$ cat config.mk
export PLATFORM = sky130hd
export DESIGN_NAME = fetch_unit
export DESIGN_NICKNAME = d
export VERILOG_FILES = /design/src/rtl/wisc_pkg.sv /design/src/rtl/if_id_reg.sv /design/src/rtl/fetch_unit.sv
export SDC_FILE = /design/constraint.sdc
export NUM_CORES = 1
export LEC_CHECK = 0
export CORE_UTILIZATION = 30
export DETAILED_ROUTE_END_ITERATION = 8
export GPL_TIMING_DRIVEN = 0
export PLACE_DENSITY = 0.58
export SLEW_MARGIN = 20
export SYNTH_ARGS = -nofsm -noshare
export SYNTH_HDL_FRONTEND = slang
export SYNTH_SLANG_ARGS = --single-unit
export TNS_END_PERCENT = 100
$ cat constraint.sdc
create_clock -name clk -period 4.85 [get_ports clk]
set_input_delay 0.7275 -clock clk [delete_from_list [all_inputs] [get_ports clk]]
set_output_delay 0.7275 -clock clk [all_outputs]
set_load 0.02 [all_outputs]
$ cat src/rtl/wisc_pkg.sv
// wisc_pkg: shared types and constants for the WISC front end.
// Fetch FSM states, NOP encoding and the halt opcode.
package wisc_pkg;

  typedef enum logic [1:0] {
    RUN      = 2'd0,
    STALL    = 2'd1,
    WAIT_TGT = 2'd2,
    HALTED   = 2'd3
  } fetch_state_t;

  localparam logic [15:0] NOP_INSTR = 16'h0000;
  localparam logic [3:0]  OPC_HLT   = 4'hF;

endpackage

$ cat src/rtl/if_id_reg.sv
// if_id_reg: IF/ID pipeline register with bubble, load and hold.
// Ports: clk, rst (async low), bubble/load/hold, instr/pc_plus1 in, q out.
module if_id_reg
  import wisc_pkg::*;
#(
  parameter int PC_WIDTH    = 16,
  parameter int INSTR_WIDTH = 16
) (
  input  logic                   clk,
  input  logic                   rst,
  input  logic                   load,
  input  logic                   bubble,
  input  logic                   hold,
  input  logic [INSTR_WIDTH-1:0] instr_in,
  input  logic [PC_WIDTH-1:0]    pc_plus1_in,
  output logic [INSTR_WIDTH-1:0] instr,
  output logic [PC_WIDTH-1:0]    pc_plus1,
  output logic                   valid
);

  always_ff @(posedge clk or negedge rst) begin
    if (!rst) begin
      instr    <= INSTR_WIDTH'(NOP_INSTR);
      pc_plus1 <= '0;
      valid    <= 1'b0;
    end else if (bubble) begin
      instr    <= INSTR_WIDTH'(NOP_INSTR);
      pc_plus1 <= '0;
      valid    <= 1'b0;
    end else if (load && !hold) begin
      instr    <= instr_in;
      pc_plus1 <= pc_plus1_in;
      valid    <= 1'b1;
    end
  end

endmodule

$ cat src/rtl/fetch_unit.sv
// fetch_unit: WISC fetch stage; PC register, fetch FSM, IF/ID register.
// Ports: clk, rst (async low), hazards, redirect, imem, IF_ID_*, PC_update,
// halted. Define FETCH_HALT_EN to stop fetch on an OPC_HLT instruction.
module fetch_unit
  import wisc_pkg::*;
#(
  parameter int                  PC_WIDTH    = 16,
  parameter int                  INSTR_WIDTH = 16,
  parameter logic [PC_WIDTH-1:0] RESET_PC    = 16'h0000
) (
  input  logic                   clk,
  input  logic                   rst,
  input  logic                   data_hazard,
  input  logic                   PC_hazard,
  input  logic                   redirect_valid,
  input  logic [PC_WIDTH-1:0]    redirect_target,
  output logic [PC_WIDTH-1:0]    imem_addr,
  input  logic [INSTR_WIDTH-1:0] imem_data,
  output logic [INSTR_WIDTH-1:0] IF_ID_instr,
  output logic [PC_WIDTH-1:0]    IF_ID_pc_plus1,
  output logic                   IF_ID_valid,
  output logic                   PC_update,
  output logic                   halted
);

  localparam logic [PC_WIDTH-1:0] PC_ONE = 1;

  fetch_state_t        state_q, state_d;
  logic [PC_WIDTH-1:0] pc_q, pc_d, pc_inc;
  logic                pcu_d;
  logic                load, bubble, hold;
  logic                is_hlt;

  assign pc_inc    = pc_q + PC_ONE;
  assign imem_addr = pc_q;

`ifdef FETCH_HALT_EN
  assign is_hlt = (imem_data[INSTR_WIDTH-1 -: 4] == OPC_HLT);
  assign halted = (state_q == HALTED);
`else
  assign is_hlt = 1'b0;
  assign halted = 1'b0;
`endif

  always_ff @(posedge clk or negedge rst) begin
    if (!rst) begin
      state_q   <= RUN;
      pc_q      <= RESET_PC;
      PC_update <= 1'b0;
    end else begin
      state_q   <= state_d;
      pc_q      <= pc_d;
      PC_update <= pcu_d;
    end
  end

  always_comb begin
    state_d = state_q;
    pc_d    = pc_q;
    pcu_d   = 1'b0;
    load    = 1'b0;
    bubble  = 1'b0;
    hold    = 1'b0;
    if (state_q == HALTED) begin
      bubble = 1'b1;
    end else if (redirect_valid) begin
      pc_d    = redirect_target;
      bubble  = 1'b1;
      pcu_d   = 1'b1;
      state_d = RUN;
    end else if (PC_hazard || state_q == WAIT_TGT) begin
      bubble  = 1'b1;
      state_d = WAIT_TGT;
    end else if (data_hazard) begin
      hold    = 1'b1;
      state_d = STALL;
    end else begin
      load = 1'b1;
      // A halt instruction is latched but the PC stays on it.
      if (is_hlt) begin
        state_d = HALTED;
      end else begin
        pc_d    = pc_inc;
        state_d = RUN;
      end
    end
  end

  if_id_reg #(
    .PC_WIDTH   (PC_WIDTH),
    .INSTR_WIDTH(INSTR_WIDTH)
  ) u_if_id (
    .clk        (clk),
    .rst        (rst),
    .load       (load),
    .bubble     (bubble),
    .hold       (hold),
    .instr_in   (imem_data),
    .pc_plus1_in(pc_inc),
    .instr      (IF_ID_instr),
    .pc_plus1   (IF_ID_pc_plus1),
    .valid      (IF_ID_valid)
  );

endmodule
==> impl_metrics.csv, run 1 <==
group,metric,value,unit
status,outcome,"complete, no violations",
grt,grt_pass1_vias,2250,
synthesis,async_flop_share,100.0,%
route,first_iter_violations,127,
route,drt_wl_total,7.017,mm
route,vias,2252,
sta,worstMarginPinSlew,0.6774,ns
route,dr.pass1.iters,4,
clocking,clockBufferDepth,2,
clocking,root_buffer,"clkbuf_8",
synthesis,ys.flop_type,"dfrtp_1",
worst_setup_path,reg2reg_to,"u_if_id.pc_plus1[10]",
worst_setup_path,critPathMaxFanout,9,
clocking,clk_latency,0.31,ns
worst_setup_path,ff2ff_path_depth,5,
synthesis,postSynthCellCount,262,
synthesis,synth_cell_type_count,37,
grt,antenna_found_initial,0,
sta,setup_ws,2.613,ns
worst_setup_path,cp.required,4.12,ns
power_and_ir_drop,irDropWorstVdd,0.1213,mV
route,via_per_inst,4.928,
finish,fillers,831,
clocking,cts_setup_buffers,0,
worst_setup_path,worstSetupPathType,"flop to primary output",
clocking,cts_tree,"done",
worst_setup_path,crit_buf_inv,1,
clocking,cts_sinks,52,
worst_setup_path,path_delay_family,"buffers and inverters",
sta,tns,0,ns
grt,grt_first_pass_wirelength,11.47,mm
clocking,postCtsResizedCells,0,
worst_setup_path,crit_cells,1,
synthesis,synth_fp_nets,300,
sta,hold-worst-slack,0.4546,ns
sta,max_freq,447.0,MHz
grt,grt_use_total,16.51,%
floorplan,initial_core_util,31.33,%
place,place_ws,2.305,ns
sta,fin_worst_skew,0.004773,ns
floorplan,rows,33,
sta,relSlewSlack,54.84,%
min_path,hp-class,"input port to asynchronous set/reset pin",
worst_setup_path,crit_end,"imem_addr[0]",
synthesis,ys.warnings.count,0,
flow_run,maxCapViolCount,0,
floorplan,die_area,9043,um2
worst_setup_path,cp_slowest_cell,"clkdlybuf4s50_1",
clocking,cts_buffers,5,
finish,register_area,1301,um2
finish,antenna_cells,0,
finish,layout_common_cells,"clkdlybuf4s50_1, dfrtp_1, nor2_1",
worst_setup_path,critPathCaptureType,"primary output",
grt,grt_max_degree,53,
worst_setup_path,r2r_start,"imem_addr[0]",
floorplan,die_y,95.10,um
floorplan,die_x,95.10,um
synthesis,synth.avg_cell_area,9.924,um2
floorplan,core_area,8299,um2
worst_setup_path,worstSetupStartpointType,"flop",
synthesis,ys_seq_area_share,50.05,%
worst_setup_path,cp.arrival,1.51,ns
place,gp_congestion,0.7896,
finish,nets,391,
route,ant_nets,0,
clocking,cts_htree_levels,2,
sta,finalSetupViolations,0,
worst_setup_path,critPathLaunch,"imem_addr[0]",
route,wl_per_cell,15.35,um
sta,hold_viol_final,0,
grt,grt-ovfl-total,0,
worst_setup_path,path_cells,"clkdlybuf4s50_1",
place,io_buffers,84,
worst_setup_path,reg2reg_slack,2.88,ns
floorplan,ios,88,
synthesis,synth_edf_count,0,
clocking,path_clk_slew,0.09,ns
finish,drive_gt1_share,6.818,%
synthesis,ys_ff_latch,52,
worst_setup_path,max_stage_delay,0.68,ns
clocking,hold_buffers,0,
sta,drv_slew,0,
finish,multiInputGateArea,1187,um2
finish,area_delta_synth_final,41.10,%
place,dp_hpwl,4.999,mm
sta,rsz0062_at_grt,"no",
power_and_ir_drop,power_density,306.9,nW/um2
sta,fin_crit,2.237,ns
route,drc,0,
synthesis,synthesis.area,2600,um2
sta,layout_worst_path_cycle_share,46.13,%
finish,layout_commonest_cell,"clkdlybuf4s50_1",
power_and_ir_drop,p_leak,1.527,nW
==> routing by layer <==
layer | global-route usage, % | part of all wire (%) | vias to the layer above
met5 | 0 | 0 | -
met4 | 3.030 | 0.78 | 0
met3 | 5.183 | 9.1 | 5
met2 | 26.13 | 44 | 82
met1 | 22.28 | 46 | 1059
li1 | - | - | 1106
==> cells in the mapped netlist, types with 2 or more instances <==
library cell | count | area (um2)
xor2_1 | 3 | 26.28
o32ai_1 | 4 | 35.03
o2bb2ai_1 | 4 | 35.03
nand4_2 | 2 | 25.02
nor3_1 | 9 | 45.04
nand2_1 | 10 | 37.54
nor4_1 | 3 | 18.77
a2bb2oi_1 | 2 | 17.52
clkbuf_1 | 9 | 33.78
buf_2 | 8 | 40.04
o21ai_0 | 23 | 115.1
a31oi_1 | 2 | 12.51
o21a_1 | 2 | 15.01
and4_1 | 5 | 43.79
o22ai_1 | 3 | 18.77
inv_1 | 6 | 22.52
a21oi_1 | 23 | 115.1
nor4_4 | 2 | 42.54
dfrtp_1 | 52 | 1301
nor2_1 | 39 | 146.4
mux2i_1 | 20 | 200.2
xnor2_1 | 11 | 96.34
nand3_1 | 5 | 25.02
buf_1 | 2 | 7.510
==> power by group <==
group / leakage (nW) / internal (mW) / switching (mW)
logic: 0.789 / 0.148 / 0.168
registers: 0.687 / 0.469 / 0.0497
clock network: 0.0501 / 0.148 / 0.142
==> state kept, by name (all words and copies together), names as in the netlist <==
| signal | count |
|---|---|
| u_if_id.pc_plus1 | 16 |
| state_q | 2 |
| imem_addr | 16 |
| u_if_id.instr | 16 |
| PC_update | 1 |
| u_if_id.valid | 1 |
==> kinds of logic (layout without fill, tap and decap cells) <==
logic type	after synthesis	in the layout	synth area share, %
multiplexers	20	20	7.700
AO/OA/AOI/OAI	66	66	14.97
adder cells (fa/ha/maj)	1	1	0.4812
buffers and inverters	26	116	4.283
flip-flops	52	52	50.05
AND/OR/NAND/NOR	82	82	17.66
other	1	1	0.1442
XOR/XNOR	14	14	4.716
==> metrics by stage <==
stage	instances	cell area, um2	total power [mW]	utilization [%]
final	457	3669	1.126	44.20
after global placement	451	3572	0.8430	43.04
after global routing	457	3669	1.189	44.20
after CTS	457	3669	1.139	44.20
after detailed placement	451	3570	0.8450	43.01
after floorplan	262	2600	0.6931	-
==> final cells by class <==
cell class | count | share of cell area, %
plain buffers | 20 | 2.422
clock buffers | 5 | 1.876
clock inverters | 1 | 0.8186
inverters | 6 | 0.6139
multi-input cells | 184 | 32.37
flip-flops and latches | 52 | 35.47
well taps | 105 | 3.581
repair buffers | 84 | 22.85
==> worst min-delay path by stage <==
| stage | cells after the start | start | endpoint |
|---|---|---|---|
| 2_1_floorplan | 0 | rst | PC_update |
| 3_3_place_gp | 1 | u_if_id.valid | u_if_id.valid |
| 3_5_place_dp | 1 | u_if_id.valid | u_if_id.valid |
| 4_1_cts | 1 | rst | imem_addr[2] |
| 5_1_grt | 1 | rst | u_if_id.pc_plus1[14] |
| 6_report | 1 | rst | u_if_id.valid |
(Power assumes the default switching activity.)
==> inputs of run 2 (changes only) <==
==> constraint.sdc (replaced) <==
create_clock -name clk -period 2.3 [get_ports clk]
set_input_delay 0.345 -clock clk [delete_from_list [all_inputs] [get_ports clk]]
set_output_delay 0.345 -clock clk [all_outputs]
set_load 0.02 [all_outputs]
==> results of run 2 <==
The final DEF is identical to that of run 1. Status: complete, no violations.
Main changes from that run: setup slack after placement 2.305 ns -> 0.1370 ns; setup slack after layout 2.613 ns -> 0.3340 ns; hold slack 0.4546 ns -> 0.07209 ns; end point of the critical path imem_addr[0] -> u_if_id.pc_plus1[10]; register-to-register setup slack 2.88 ns -> 0.33 ns; total power 1.126 mW -> 2.374 mW; worst IR drop on VDD 0.1213 mV -> 0.2559 mV
==> patch: new RTL, settings of run 2 <==
Re-encode `fetch_state_t` (4 states) as Gray code, 2 bits wide.
--- a/src/rtl/wisc_pkg.sv
+++ b/src/rtl/wisc_pkg.sv
@@ -5,6 +5,6 @@
   typedef enum logic [1:0] {
-    RUN      = 2'd0,
-    STALL    = 2'd1,
-    WAIT_TGT = 2'd2,
-    HALTED   = 2'd3
+    RUN      = 2'b00,
+    STALL    = 2'b01,
+    WAIT_TGT = 2'b11,
+    HALTED   = 2'b10
   } fetch_state_t;
Behaviour: same outputs for any inputs over 10 cycles, from zero or initial values and one cycle with rst low; not proved beyond that.
==> patch against run 2 <==
  * Hold slack lost 8.7 ps
  * Sequential cell count stayed put
  * Worst setup slack worse by 130 ps
  * Count of clock-buffer cells in the layout increased by 2
  * Area after synthesis increased by 1.6%
  * Wire length rose by 1.8%
  * Final area rose by 1.6%
  * Utilization up 0.25 points
  * Critical path depth rose by 1
  * Non-clock buffer count grew 3
  * Total power rose by 29%
  * Largest cell class unchanged
  * Largest power group unchanged
==> patch: results <==
yosys:
  syn_nets: 301
  synth_area_leaders: "dfrtp_1 49%, mux2i_1 7.2%, nor2_1 4.5%"
  netlist-cell-type-count: 48
  synth_common_cells: "52 x dfrtp_1, 32 x nor2_1, 20 x o21ai_0, 19 x mux2i_1, 18 x a21oi_1"
  syn_inst: 263
global_routing:
  grt_use_met2: 0.2607
  grt_util_met3: 0.02212
  met1_usage: 0.2320
  grt_pass1_wl_um: 11550
  track_usage: 0.1656
placed_design:
  io_buffers: 86
  hpwlAfterDp_um: 5246
  placed_cells: 454
  dpl_worst_slack_ps: -68.69
  place_area_mm2: 0.003632
  place.gp.congestion: 0.8096
critical_path:
  path_delay_family: "buffers and inverters"
  worstSetupStartpoint: "PC_hazard"
  crit_type: "input port to flip-flop"
  slowest_stage: "clkdlybuf4s50_1"
  r2r-end: "imem_addr[11]"
  rr_startpoint: "state_q[1]"
  arrival_ps: 2310
  slowest_delay_ps: 490
  ff2ff_path_depth: 5
power:
  ir_worst_vdd_v: 0.0005695
  power.internal_w: 0.001876
  power.share.sequential: 0.417
  powerClk_w: 0.000550
  cellLeakagePower_nw: 1.536
  p_clk_frac: 0.179
detailed_routing:
  avgRoutedWirePerCell_um: 15.47
  met1_length_um: 3498
  dr_wl_met3_um: 198
  wl_um: 7146
  wl_met2_um: 3299
  drtPass1Iterations: 4
  first_iter_violations: 112
  viasPerCell: 4.877
finish:
  filler_cell_count: 853
  drive_above_1_share: 0.07563
  fin_nets: 394
  fin_util: 0.4445
  num_antenna_cells: 0
timing:
  relSlewSlack: 0.5489
  fin_ws_ps: 202.6
  skew_ps: 5.331
  fin_hold_ws_ps: 63.44
clock_tree:
  clk_pin_slew_ps: 100
status:
  status: "finished clean"
patch: cell count changes after synthesis, moves of 3 or more:
| cell | before | now |
|---|---|---|
| and4_1 | 5 | 1 |
| o32ai_1 | 4 | 0 |
| nand4_1 | 0 | 5 |
| a21oi_1 | 23 | 18 |
| clkbuf_1 | 9 | 13 |
| buf_2 | 8 | 5 |
| o21ai_0 | 23 | 20 |
| nor2_1 | 39 | 32 |
patch: cells by family after synthesis:
| kind of cell | Yosys count | synth area share |
|---|---|---|
| compound gates | 68 | 0.1624 |
| fa+ha+maj | 1 | 0.004734 |
| flops | 52 | 0.4924 |
| other cells | 1 | 0.001419 |
| buf+inv | 28 | 0.04640 |
| xor+xnor | 13 | 0.04309 |
| simple gates | 81 | 0.1776 |
| mux | 19 | 0.07197 |
patch: layout make-up:
type                       instances  share of cell area
buffer                            21             0.02586
timing repair buffer              86              0.2304
inverter                           7            0.007052
tap                              105             0.03526
sequential                        52              0.3492
clock inverter                     1            0.002015
clock buffer                       7             0.02317
multi-input combinational        183              0.3271
